## config.mk

```make
export PLATFORM = sky130hd
export DESIGN_NAME = ysyx_icache_flat
export DESIGN_NICKNAME = d
export VERILOG_FILES = /design/src/rtl/ysyx_icache_pkg.sv /design/src/rtl/ysyx_icache_if.sv /design/src/rtl/ysyx_icache_array.sv /design/src/rtl/ysyx_icache.sv /design/src/flat_wrapper.sv
export SDC_FILE = /design/constraint.sdc
export NUM_CORES = 2
export LEC_CHECK = 0
export ABC_AREA = 1
export BUFFER_PORTS_ARGS = -buffer_cell sky130_fd_sc_hd__buf_2
export CAP_MARGIN = 10
export CELL_PAD_IN_SITES_DETAIL_PLACEMENT = 0
export CELL_PAD_IN_SITES_GLOBAL_PLACEMENT = 2
export CORE_ASPECT_RATIO = 0.6
export CORE_MARGIN = 1.5
export CORE_UTILIZATION = 47
export CTS_CLUSTER_SIZE = 40
export DETAILED_ROUTE_END_ITERATION = 7
export PLACE_DENSITY = 0.82
export REMOVE_ABC_BUFFERS = 1
export SLEW_MARGIN = 20
export SYNTH_ARGS = -nofsm -noshare
export SYNTH_HDL_FRONTEND = slang
export SYNTH_SLANG_ARGS = --single-unit
```

## constraint.sdc

```tcl
create_clock -name clk -period 8.9 [get_ports clk]
set_input_delay 0 -clock clk [delete_from_list [all_inputs] [get_ports clk]]
set_output_delay 0 -clock clk [all_outputs]
set_load 0.02 [all_outputs]
```

## src/rtl/ysyx_icache_pkg.sv

```systemverilog
// Shared types and constants for the instruction cache slice.
package ysyx_icache_pkg;

  // Cache controller states: lookup/serve, or fetching a full line from the bus.
  typedef enum logic {
    IDLE   = 1'b0,
    REFILL = 1'b1
  } state_e;

  localparam int OFFSET_BITS = 2;
  localparam int LINE_WORDS  = 4;

endpackage

```

## src/rtl/ysyx_icache_if.sv

```systemverilog
// Fetch-port and arbiter-read signals of the instruction cache, bundled.
interface ysyx_icache_if #(
  parameter int ADDR_W = 32,
  parameter int DATA_W = 32
);

  // Handshakes: the IFU holds ifu_req and ifu_pc stable until it sees the
  // one-cycle ifu_rvalid pulse. On the bus side the cache holds bus_arvalid
  // and bus_araddr stable until the arbiter answers with a one-cycle
  // bus_rvalid carrying bus_rdata; each bus_rvalid completes exactly one word.
  logic [ADDR_W-1:0] ifu_pc;
  logic              ifu_req;
  logic [DATA_W-1:0] ifu_rdata;
  logic              ifu_rvalid;
  logic [ADDR_W-1:0] bus_araddr;
  logic              bus_arvalid;
  logic [DATA_W-1:0] bus_rdata;
  logic              bus_rvalid;

  // Cache side.
  modport slave (
    input  ifu_pc, ifu_req, bus_rdata, bus_rvalid,
    output ifu_rdata, ifu_rvalid, bus_araddr, bus_arvalid
  );

  // IFU plus arbiter side.
  modport master (
    output ifu_pc, ifu_req, bus_rdata, bus_rvalid,
    input  ifu_rdata, ifu_rvalid, bus_araddr, bus_arvalid
  );

endinterface

```

## src/rtl/ysyx_icache_array.sv

```systemverilog
// Register-based valid/tag/data storage: one word-granular write port,
// combinational read, and a flash clear of all valid bits.
module ysyx_icache_array
  import ysyx_icache_pkg::*;
#(
  parameter int SET_BITS = 4,
  parameter int TAG_W    = 24,
  parameter int DATA_W   = 32
) (
  input  logic                   clk,
  input  logic                   rst,
  input  logic                   clear_i,
  input  logic [SET_BITS-1:0]    rd_idx_i,
  input  logic [OFFSET_BITS-1:0] rd_off_i,
  output logic                   rd_valid_o,
  output logic [TAG_W-1:0]       rd_tag_o,
  output logic [DATA_W-1:0]      rd_data_o,
  input  logic                   wr_en_i,
  input  logic                   wr_last_i,
  input  logic                   wr_valid_i,
  input  logic [SET_BITS-1:0]    wr_idx_i,
  input  logic [OFFSET_BITS-1:0] wr_off_i,
  input  logic [TAG_W-1:0]       wr_tag_i,
  input  logic [DATA_W-1:0]      wr_data_i
);

  localparam int SETS = 1 << SET_BITS;

  logic [SETS-1:0]   valid_q;
  logic [TAG_W-1:0]  tag_q  [SETS];
  logic [DATA_W-1:0] data_q [SETS][LINE_WORDS];

  // Valid bits: reset and flash clear win over the last-beat line install.
  always_ff @(posedge clk) begin
    if (rst || clear_i) begin
      valid_q <= '0;
    end else if (wr_en_i && wr_last_i) begin
      valid_q[wr_idx_i] <= wr_valid_i;
    end
  end

  // Tag and data are not reset; they are only meaningful behind a valid bit.
  always_ff @(posedge clk) begin
    if (wr_en_i) begin
      data_q[wr_idx_i][wr_off_i] <= wr_data_i;
      if (wr_last_i) begin
        tag_q[wr_idx_i] <= wr_tag_i;
      end
    end
  end

  assign rd_valid_o = valid_q[rd_idx_i];
  assign rd_tag_o   = tag_q[rd_idx_i];
  assign rd_data_o  = data_q[rd_idx_i][rd_off_i];

endmodule

```

## src/rtl/ysyx_icache.sv

```systemverilog
// Direct-mapped instruction cache, 4-word lines refilled in order through
// single-word arbiter reads. fence_i invalidates every line.
// Optional build macro: YSYX_ICACHE_PERF_EN enables hit/miss counters.
module ysyx_icache
  import ysyx_icache_pkg::*;
#(
  parameter int ADDR_W   = 32,
  parameter int DATA_W   = 32,
  parameter int SET_BITS = 4
) (
  input  logic                clk,
  input  logic                rst,
  input  logic                fence_i,
  ysyx_icache_if.slave        port_if,
  output logic [31:0]         hit_cnt_o,
  output logic [31:0]         miss_cnt_o,
  output state_e              dbg_state_o
);

  localparam int LINE_W = ADDR_W - 4;
  localparam int TAG_W  = ADDR_W - 4 - SET_BITS;

  state_e                 state_q, state_d;
  logic [1:0]             beat_q, beat_d;
  logic [LINE_W-1:0]      base_q, base_d;
  logic [OFFSET_BITS-1:0] off_q, off_d;
  logic                   fence_seen_q, fence_seen_d;
  logic                   rvalid_q, rvalid_d;
  logic [DATA_W-1:0]      rdata_q, rdata_d;

  logic [SET_BITS-1:0]    pc_idx, base_idx, rd_idx;
  logic [TAG_W-1:0]       pc_tag, base_tag, rd_tag;
  logic [OFFSET_BITS-1:0] pc_off, rd_off;
  logic                   rd_valid, wr_valid;
  logic [DATA_W-1:0]      rd_data;
  logic                   req_accept, lookup_hit, idle_hit, idle_miss;
  logic                   refill_beat, refill_last;
  logic                   unused_pc_bits;

  assign pc_idx         = port_if.ifu_pc[3+SET_BITS:4];
  assign pc_tag         = port_if.ifu_pc[ADDR_W-1:4+SET_BITS];
  assign pc_off         = port_if.ifu_pc[3:2];
  assign base_idx       = base_q[SET_BITS-1:0];
  assign base_tag       = base_q[LINE_W-1:SET_BITS];
  assign unused_pc_bits = ^port_if.ifu_pc[1:0];

  // A request is looked at only in IDLE and never in the cycle its answer is out.
  assign req_accept  = (state_q == IDLE) && port_if.ifu_req && !rvalid_q;
  assign lookup_hit  = rd_valid && (rd_tag == pc_tag);
  assign idle_hit    = req_accept && lookup_hit;
  assign idle_miss   = req_accept && !lookup_hit;
  assign refill_beat = (state_q == REFILL) && port_if.bus_rvalid;
  assign refill_last = refill_beat && (beat_q == 2'd3);

  ysyx_icache_array #(
    .SET_BITS (SET_BITS),
    .TAG_W    (TAG_W),
    .DATA_W   (DATA_W)
  ) u_array (
    .clk        (clk),
    .rst        (rst),
    .clear_i    (fence_i),
    .rd_idx_i   (rd_idx),
    .rd_off_i   (rd_off),
    .rd_valid_o (rd_valid),
    .rd_tag_o   (rd_tag),
    .rd_data_o  (rd_data),
    .wr_en_i    (refill_beat),
    .wr_last_i  (refill_last),
    .wr_valid_i (wr_valid),
    .wr_idx_i   (base_idx),
    .wr_off_i   (beat_q),
    .wr_tag_i   (base_tag),
    .wr_data_i  (port_if.bus_rdata)
  );

  // State register plus refill bookkeeping and the registered response.
  always_ff @(posedge clk) begin
    if (rst) begin
      state_q      <= IDLE;
      beat_q       <= '0;
      base_q       <= '0;
      off_q        <= '0;
      fence_seen_q <= 1'b0;
      rvalid_q     <= 1'b0;
      rdata_q      <= '0;
    end else begin
      state_q      <= state_d;
      beat_q       <= beat_d;
      base_q       <= base_d;
      off_q        <= off_d;
      fence_seen_q <= fence_seen_d;
      rvalid_q     <= rvalid_d;
      rdata_q      <= rdata_d;
    end
  end

  // Next state: a miss starts a refill, the fourth beat ends it.
  always_comb begin
    state_d = state_q;
    unique case (state_q)
      IDLE:    if (idle_miss)   state_d = REFILL;
      REFILL:  if (refill_last) state_d = IDLE;
      default: state_d = IDLE;
    endcase
  end

  // Refill bookkeeping; a fence seen mid-refill keeps the new line invalid.
  always_comb begin
    beat_d       = beat_q;
    base_d       = base_q;
    off_d        = off_q;
    fence_seen_d = fence_seen_q;
    if (idle_miss) begin
      base_d       = port_if.ifu_pc[ADDR_W-1:4];
      off_d        = pc_off;
      beat_d       = '0;
      fence_seen_d = 1'b0;
    end else if (state_q == REFILL) begin
      if (fence_i)     fence_seen_d = 1'b1;
      if (refill_beat) beat_d       = beat_q + 2'd1;
      if (refill_last) fence_seen_d = 1'b0;
    end
  end

  // Response: hit word from the array, or on the last beat the requested word
  // (bypassing the array when it is the word arriving right now).
  always_comb begin
    rvalid_d = 1'b0;
    rdata_d  = rdata_q;
    if (idle_hit) begin
      rvalid_d = 1'b1;
      rdata_d  = rd_data;
    end else if (refill_last) begin
      rvalid_d = 1'b1;
      rdata_d  = (off_q == 2'd3) ? port_if.bus_rdata : rd_data;
    end
  end

  // Outputs: bus request during REFILL, array read port steering.
  always_comb begin
    port_if.bus_arvalid = (state_q == REFILL);
    port_if.bus_araddr  = '0;
    rd_idx              = pc_idx;
    rd_off              = pc_off;
    wr_valid            = !(fence_seen_q || fence_i);
    if (state_q == REFILL) begin
      port_if.bus_araddr = {base_q, beat_q, 2'b00};
      rd_idx             = base_idx;
      rd_off             = off_q;
    end
  end

  assign port_if.ifu_rvalid = rvalid_q;
  assign port_if.ifu_rdata  = rdata_q;
  assign dbg_state_o        = state_q;

`ifdef YSYX_ICACHE_PERF_EN
  logic [31:0] hit_cnt_q, miss_cnt_q;

  // Performance counters: IDLE hits and IDLE->REFILL transitions, wrapping.
  always_ff @(posedge clk) begin
    if (rst) begin
      hit_cnt_q  <= '0;
      miss_cnt_q <= '0;
    end else begin
      if (idle_hit)  hit_cnt_q  <= hit_cnt_q + 32'd1;
      if (idle_miss) miss_cnt_q <= miss_cnt_q + 32'd1;
    end
  end

  assign hit_cnt_o  = hit_cnt_q;
  assign miss_cnt_o = miss_cnt_q;
`else
  assign hit_cnt_o  = '0;
  assign miss_cnt_o = '0;
`endif

endmodule
```

## src/flat_wrapper.sv

```systemverilog
// flat-port wrapper written by rule: the top's interface ports become plain ports
module ysyx_icache_flat import ysyx_icache_pkg::*;
#(
  parameter int ADDR_W   = 32,
  parameter int DATA_W   = 32,
  parameter int SET_BITS = 4
)
  (clk, rst, fence_i, hit_cnt_o, miss_cnt_o, dbg_state_o, port_if_ifu_pc, port_if_ifu_req, port_if_bus_rdata, port_if_bus_rvalid, port_if_ifu_rdata, port_if_ifu_rvalid, port_if_bus_araddr, port_if_bus_arvalid);
  ysyx_icache_if #(.ADDR_W(ADDR_W), .DATA_W(DATA_W)) port_if_i ();
  input  logic clk;
  input  logic rst;
  input  logic fence_i;
  output logic [31:0] hit_cnt_o;
  output logic [31:0] miss_cnt_o;
  output state_e dbg_state_o;
  input wire logic [$bits(port_if_i.ifu_pc)-1:0] port_if_ifu_pc;
  input wire logic [$bits(port_if_i.ifu_req)-1:0] port_if_ifu_req;
  input wire logic [$bits(port_if_i.bus_rdata)-1:0] port_if_bus_rdata;
  input wire logic [$bits(port_if_i.bus_rvalid)-1:0] port_if_bus_rvalid;
  output wire logic [$bits(port_if_i.ifu_rdata)-1:0] port_if_ifu_rdata;
  output wire logic [$bits(port_if_i.ifu_rvalid)-1:0] port_if_ifu_rvalid;
  output wire logic [$bits(port_if_i.bus_araddr)-1:0] port_if_bus_araddr;
  output wire logic [$bits(port_if_i.bus_arvalid)-1:0] port_if_bus_arvalid;
  assign port_if_i.ifu_pc = port_if_ifu_pc;
  assign port_if_i.ifu_req = port_if_ifu_req;
  assign port_if_i.bus_rdata = port_if_bus_rdata;
  assign port_if_i.bus_rvalid = port_if_bus_rvalid;
  assign port_if_ifu_rdata = port_if_i.ifu_rdata;
  assign port_if_ifu_rvalid = port_if_i.ifu_rvalid;
  assign port_if_bus_araddr = port_if_i.bus_araddr;
  assign port_if_bus_arvalid = port_if_i.bus_arvalid;
  ysyx_icache #(.ADDR_W(ADDR_W), .DATA_W(DATA_W), .SET_BITS(SET_BITS)) u_core (.clk(clk), .rst(rst), .fence_i(fence_i), .port_if(port_if_i), .hit_cnt_o(hit_cnt_o), .miss_cnt_o(miss_cnt_o), .dbg_state_o(dbg_state_o));
endmodule
```

======== Word-level counts from Yosys, hierarchy flattened ========
Memory sizes are Yosys's and may differ from the RTL's.
Cells that the tools add are included.
cells by class
  add/sub/neg operators ................... 1
  magnitude comparators ................... 6
  eq/ne operators ......................... 3
  muxes and demuxes ....................... 27
  bitwise gates (word level) .............. 3
  reductions and logical operators ........ 20
operators with widths
  operator                                                                      count
  32-bit 2-to-1 mux                                                             7
  128-bit 2-to-1 mux                                                            1
  32-bit binary-select mux with 2-bit select                                    1
  32-bit demux with 2-bit select                                                1
  24-bit == test                                                                1
  16-bit bitwise mux                                                            1
  1-bit 2-to-1 mux                                                              11
  1-bit logical AND                                                             10
  4-bit by 5-bit less-than comparator with 1-bit output, second input constant  2
  3-bit >= comparator, second input constant                                    2
  2-bit inverter with 3-bit output                                              2
  1-bit binary-select mux with 4-bit select                                     1
  1-bit demux with 4-bit select                                                 1
  2-bit == test, second input constant                                          2
  4-bit by 1-bit >= comparator with 1-bit output, second input constant         1
  4-bit 2-to-1 mux                                                              1
  2-bit AND reduction                                                           2
  2-bit nonzero test                                                            2
  1-bit zero test                                                               3
  3-bit by 1-bit less-than comparator with 1-bit output, second input constant  1
  2-bit by 1-bit adder with 2-bit output, second input constant                 1
  1-bit logical OR                                                              2
  2-bit 2-to-1 mux                                                              1
  1-bit case mux with 2 select lines                                            1
  other kinds (2)                                                               2
storage, ports and cells
  bits in registers ....................... 83
  memory bits (writable) .................. 2432
  input bits .............................. 69
  output and inout bits ................... 131
  logic and storage cells ................. 70
  memories kept ........................... 2
memories
  memory                 words  bits a word  rd ports  clocked after Yosys merged registers in  write ports  line                     source
  u_core.u_array.data_q  16     128          1         0                                        1            ysyx_icache_array.sv:31  logic [DATA_W-1:0] data_q [SETS][LINE_WORDS];
  u_core.u_array.tag_q   16     24           1         0                                        1            ysyx_icache_array.sv:30  logic [TAG_W-1:0] tag_q [SETS];

======== Logic depth before layout (Yosys ltp) ========
  word-level depth ........................ 8
  depth in mapped cells ................... 25

======== Hierarchy ========
A second synthesis with hierarchy kept.
unflattened totals
  cells, all modules ...................... 8741
  area, all modules ....................... 102913.7 µm²
modules (own cells, without submodules)
  module             instances  cells an instance  area each (µm²)
  ysyx_icache_array  1          7946               98027.8
  ysyx_icache        1          795                4885.9

======== Least setup slack after synthesis ========
OpenSTA, ideal clock, no wires.
  kind .................................... reg2reg
  start ................................... register u_core.state_q (netlist: u_core.dbg_state_o)
  end ..................................... register u_core.u_array.valid_q[14]
  library setup time ...................... 86 ps
  arrival time ............................ 4186 ps
  required time ........................... 8814 ps
  slack ................................... 4628 ps
  cell stages (with the launch flop) ...... 9
  cells stage by stage .................... dfxtp_1 buf_4 nand2_1 inv_1 nand2_1 clkbuf_1 nor2_1 o21ai_0 a21oi_1
on the way
  longest elaborated chain between the ends .. 3
RTL lines
  item                           line                     source
  start, declared                ysyx_icache.sv:23        state_e state_q, state_d;
  start signal, assigned         ysyx_icache.sv:88        state_q <= state_d;
  1-bit logical AND *            ysyx_icache.sv:52        assign refill_beat = (state_q == REFILL) && port_if.bus_rvalid;
  1-bit logical AND              ysyx_icache.sv:53        assign refill_last = refill_beat && (beat_q == 2'd3);
  1-bit logical AND *            ysyx_icache_array.sv:37  end else if (wr_en_i && wr_last_i) begin
  end signal, assigned by index  ysyx_icache_array.sv:38  valid_q[wr_idx_i] <= wr_valid_i;
  end, declared                  ysyx_icache_array.sv:29  logic [SETS-1:0] valid_q;
Every way passes the cells marked *; elsewhere a longest branch is shown, timed or not.
A chain may end at the register's enable or synchronous reset.

======== Worst setup path in the final report ========
  start ................................... register u_core.state_q (netlist: u_core.dbg_state_o)
  end ..................................... register u_core.beat_q[1]
on the way
  longest elaborated chain between the ends .. 7
RTL lines
  item                                                                                         line                                        source
  4-bit 2-to-1 mux                                                                             ysyx_icache.sv:147                          if (state_q == REFILL) begin
  memory read 16 x 24 bit / 1-bit binary-select mux with 4-bit select (equally long branches)  --
  24-bit == test / 1-bit 2-to-1 mux (equally long branches)                                    ysyx_icache.sv:49, ysyx_icache_array.sv:52
  1-bit logical AND                                                                            ysyx_icache.sv:49                           assign lookup_hit = rd_valid && (rd_tag == pc_tag);
  1-bit zero test                                                                              ysyx_icache.sv:51                           assign idle_miss = req_accept && !lookup_hit;
  1-bit logical AND                                                                            ysyx_icache.sv:51
  2-bit OR reduction (no source line)                                                          --
  end signal, assigned                                                                         ysyx_icache.sv:89                           beat_q <= beat_d;
  end, declared                                                                                ysyx_icache.sv:24                           logic [1:0] beat_q, beat_d;
Several ways; a longest one is shown, not always the timed one. The select of a mux whose other input is x is not followed.

==> impl_results.md <==
* Status: complete, no violations
* Mapped cell area at 0.102 mm²
* Worst-Margin Slew at 1.11 ns
* Syn avg cell area at 12.2 µm²
* CP Launch Point: u_core.dbg_state_o
* CTS tree: done
* Longest Clk Path Bufs at 4
* Worst-path clk slew at 0.07 ns
* CP endpoint kind: flop
* Worst Setup Start Kind: flop
* Hold Path Class: in2reg
* Grt ovf at 0
* R2R depth at 19
* FF+latch count, synth at 2,515
* First-pass GRT wire length at 434,000 µm
* Vias in the first global route at 62,100
* Pwr Density at 222 mW/mm²
* Sequential element share of the synthesized area at 0.733
* Fillers at 18,300
* Leakage at 0.0386 µW
* Initial DRC Count at 8,973
* Fin crit period at 6.49 ns
* Die area at 0.220 mm²
* CORE AREA at 0.216 mm²
* Reg2reg end: u_core.beat_q[1]
* HPWL after detailed placement at 155,000 µm
* # Max-Cap Violations at 0
* Internal power at 19,000 µW
* Reg-to-reg slack, setup at 2.41 ns
* Crit Path Max Fanout at 103
* Place WS at 2.46 ns
* Critical Path End: u_core.beat_q[1]
* Clock power frac at 0.384
* Mux cell area share after synthesis at 0
* Logic pwr share at 0.099
* Synth Area in Compound Gates at 0.102
* Final Slew Violations at 0
* Clock Sinks at 2,515
* Synth Flop Type: edfxtp_1
* Slew HR at 0.259
* Crit share post-route at 0.729
* Syn. warnings at 0
* Vias per cell at 5.85
* Row Count at 132
* Post-route DRC violation count at 0
* Fin Hold WS at 0.120 ns
* WS Path Type: reg2reg
* Die Y at 364 µm
* IO Count at 200
* Share of post-route cells with drive strength above 1 at 0.0842
* Data required, critical path at 9.66 ns
* H-tree depth at 4
* Core Util, Final at 0.528
* Simple-Gate Fraction of Synth Area at 0.126
* PortBufs at 131
* WP data arrival at 7.24 ns
* Setup repair bufs after CTS at 0
* Detailed Route WL at 300,000 µm
* Antenna-violating nets left at 0
* Vias at 67,100
* Die Span X at 604 µm
* Flop pwr share at 0.517
* Syn-to-layout area delta at 11.6%
* Sw frac at 0.247
* Multi-input gate area at 0.0242 mm²
* GRT Total Usage at 0.267
* Largest family of logic cells by synthesized area: simple AND/OR/NAND/NOR gates
* Distinct cells, synth at 36
* RSZ-0062 raised after global routing: false
* # setup viols final at 0
* Initial Utilization at 0.473
* Adder-Cell Fraction of Synth Area at 0.000491
* Root Driver: clkbuf_16
* Peak VDD IR at 0.175 mV
* Ys async rst share at 0
* Initial antenna violation count at 8
* Post-layout nets at 8,478
* Synth Area in XOR/XNOR at 0
* Drt pass-1 iters at 8
* Crit path setup slack, layout at 2.41 ns
* Pin count of the biggest net entering global routing at 183
* Post-synth EDFFs at 2,432
* TritonCTS Buffers at 229
* Cells after Synth at 8,359
* Final hold vios at 0
* Pwr Total at 25,300 µW
* Number of inserted diodes at 0
* Per-cell routed wire length at 26.1 µm
* Register area at 0.0747 mm²
* P_sw at 6240 µW
* Reg-to-Reg Start: u_core.dbg_state_o
* Setup Skew at 0.0420 ns
* FMAX at 0.154 GHz
* Clock latency on the worst-skew pair at 0.89 ns
* RD Place Congestion at 0.796
## state kept, by name, summed over array words and instances (netlist names), 2 cells and up
name and flops:
u_core.port_if.ifu_rdata 32, u_core.beat_q 2, u_core.base_q 28, u_core.u_array.tag_q 384, u_core.u_array.data_q 2048, u_core.off_q 2, u_core.u_array.valid_q 16
## power groups by stage
stage | combinational [µW] | sequential, µW | clock, µW
final | 2500 | 13100 | 9690
after global routing | 2740 | 13100 | 10300
after CTS | 2480 | 13100 | 9830
after detailed placement | 2440 | 13300 | 0
after floorplan | 1710 | 13300 | 0
after global placement | 2400 | 13300 | 0
## synthesized netlist by cell type, types with 11 or more instances
master	number	area (µm²)
o211ai_1	178	1340
o21bai_1	11	82.6
clkbuf_1	392	1470
o21ai_0	1113	5570
nand3_1	695	3480
a21boi_0	11	82.6
edfxtp_1	2432	73000
a211oi_1	13	97.6
a21oi_1	70	350
buf_2	142	711
o221ai_1	64	561
o22ai_1	367	2300
dfxtp_1	83	1660
inv_1	263	987
nor2_1	1218	4570
nand2_1	1057	3970
buf_4	79	593
nand4_1	17	106
nand3b_1	81	608
buf_1	41	154
## metrics by stage
| stage | area (µm²) | instances | setup TNS [ns] |
|---|---|---|---|
| floorplan | 99300 | 7770 | -2008.48 |
| global placement | 106000 | 11000 | 0 |
| detailed placement | 106000 | 11000 | 0 |
| CTS | 114000 | 11500 | 0 |
| global route | 114000 | 11500 | 0 |
| finish | 114000 | 11500 | 0 |
## what timing repair did
action	CTS	global route
endpoints found under the setup margin	0	0
resized for setup	0	0
hold buffers	93	0
hold endpoints to repair	2130	0
## kinds of logic after synthesis
kind of cell | Yosys count
other cells | 1
fa+ha+maj | 4
compound gates | 1836
simple gates | 3081
buf+inv | 922
flops | 2515
## layout by cell type (no fill, tap or decap), drive strengths merged, types with 93 or more instances in the layout
cell type    count
edfxtp        2432
nor2          1221
o21ai         1115
nand2         1060
nand3          696
o22ai          367
buf            311
clkbuf         295
inv            270
o211ai         178
dlygate4sd3     93
## per-layer routing
layer  GRT usage  wire length (µm)  vias to the layer above
met4      0.0555              5740                        8
met3      0.0395             24400                      367
met2       0.397            131000                     2783
li1            -                 -                    30300
met5           0                54                        -
met1       0.417            138000                    33700
## worst max-delay path, cell delays in order (launching register included)
cell,delay [ns]
dfxtp_2,0.60
inv_1,0.25
nand2_8,0.56
nand2_8,0.62
inv_8,0.67
nand2_1,0.13
nand3_1,0.11
nand3_1,0.09
nand3_1,0.14
nand3_1,0.09
nand2_1,0.38
nand2_1,0.10
nor2_1,0.11
nand2_1,0.09
nor2_4,0.21
buf_4,0.31
nand2_1,0.09
nand2_1,0.71
nand2_1,0.40
a211oi_1,0.29
## area by class of cell
| class | instances | share of cell area |
|---|---|---|
| multi-input cells | 4987 | 0.212 |
| inverters | 268 | 0.00905 |
| well taps | 2881 | 0.0317 |
| clock buffers | 295 | 0.0541 |
| clock inverters | 117 | 0.00886 |
| repair buffers | 404 | 0.0276 |
| flip-flops and latches | 2515 | 0.656 |
## worst min-delay path by stage
stage / cells past startpoint / slack, ns / end / from
global placement: 3 / 0.28 / u_core.base_q[22] / port_if_ifu_pc[26]
detailed placement: 3 / 0.29 / u_core.base_q[5] / port_if_ifu_pc[9]
global route: 4 / 0.10 / u_core.base_q[2] / port_if_ifu_pc[6]
floorplan: 1 / 0.07 / u_core.dbg_state_o / rst
finish: 4 / 0.12 / u_core.base_q[2] / port_if_ifu_pc[6]
CTS: 4 / 0.07 / u_core.beat_q[1] / port_if_bus_rvalid
Power figures use the tool's default switching activity.
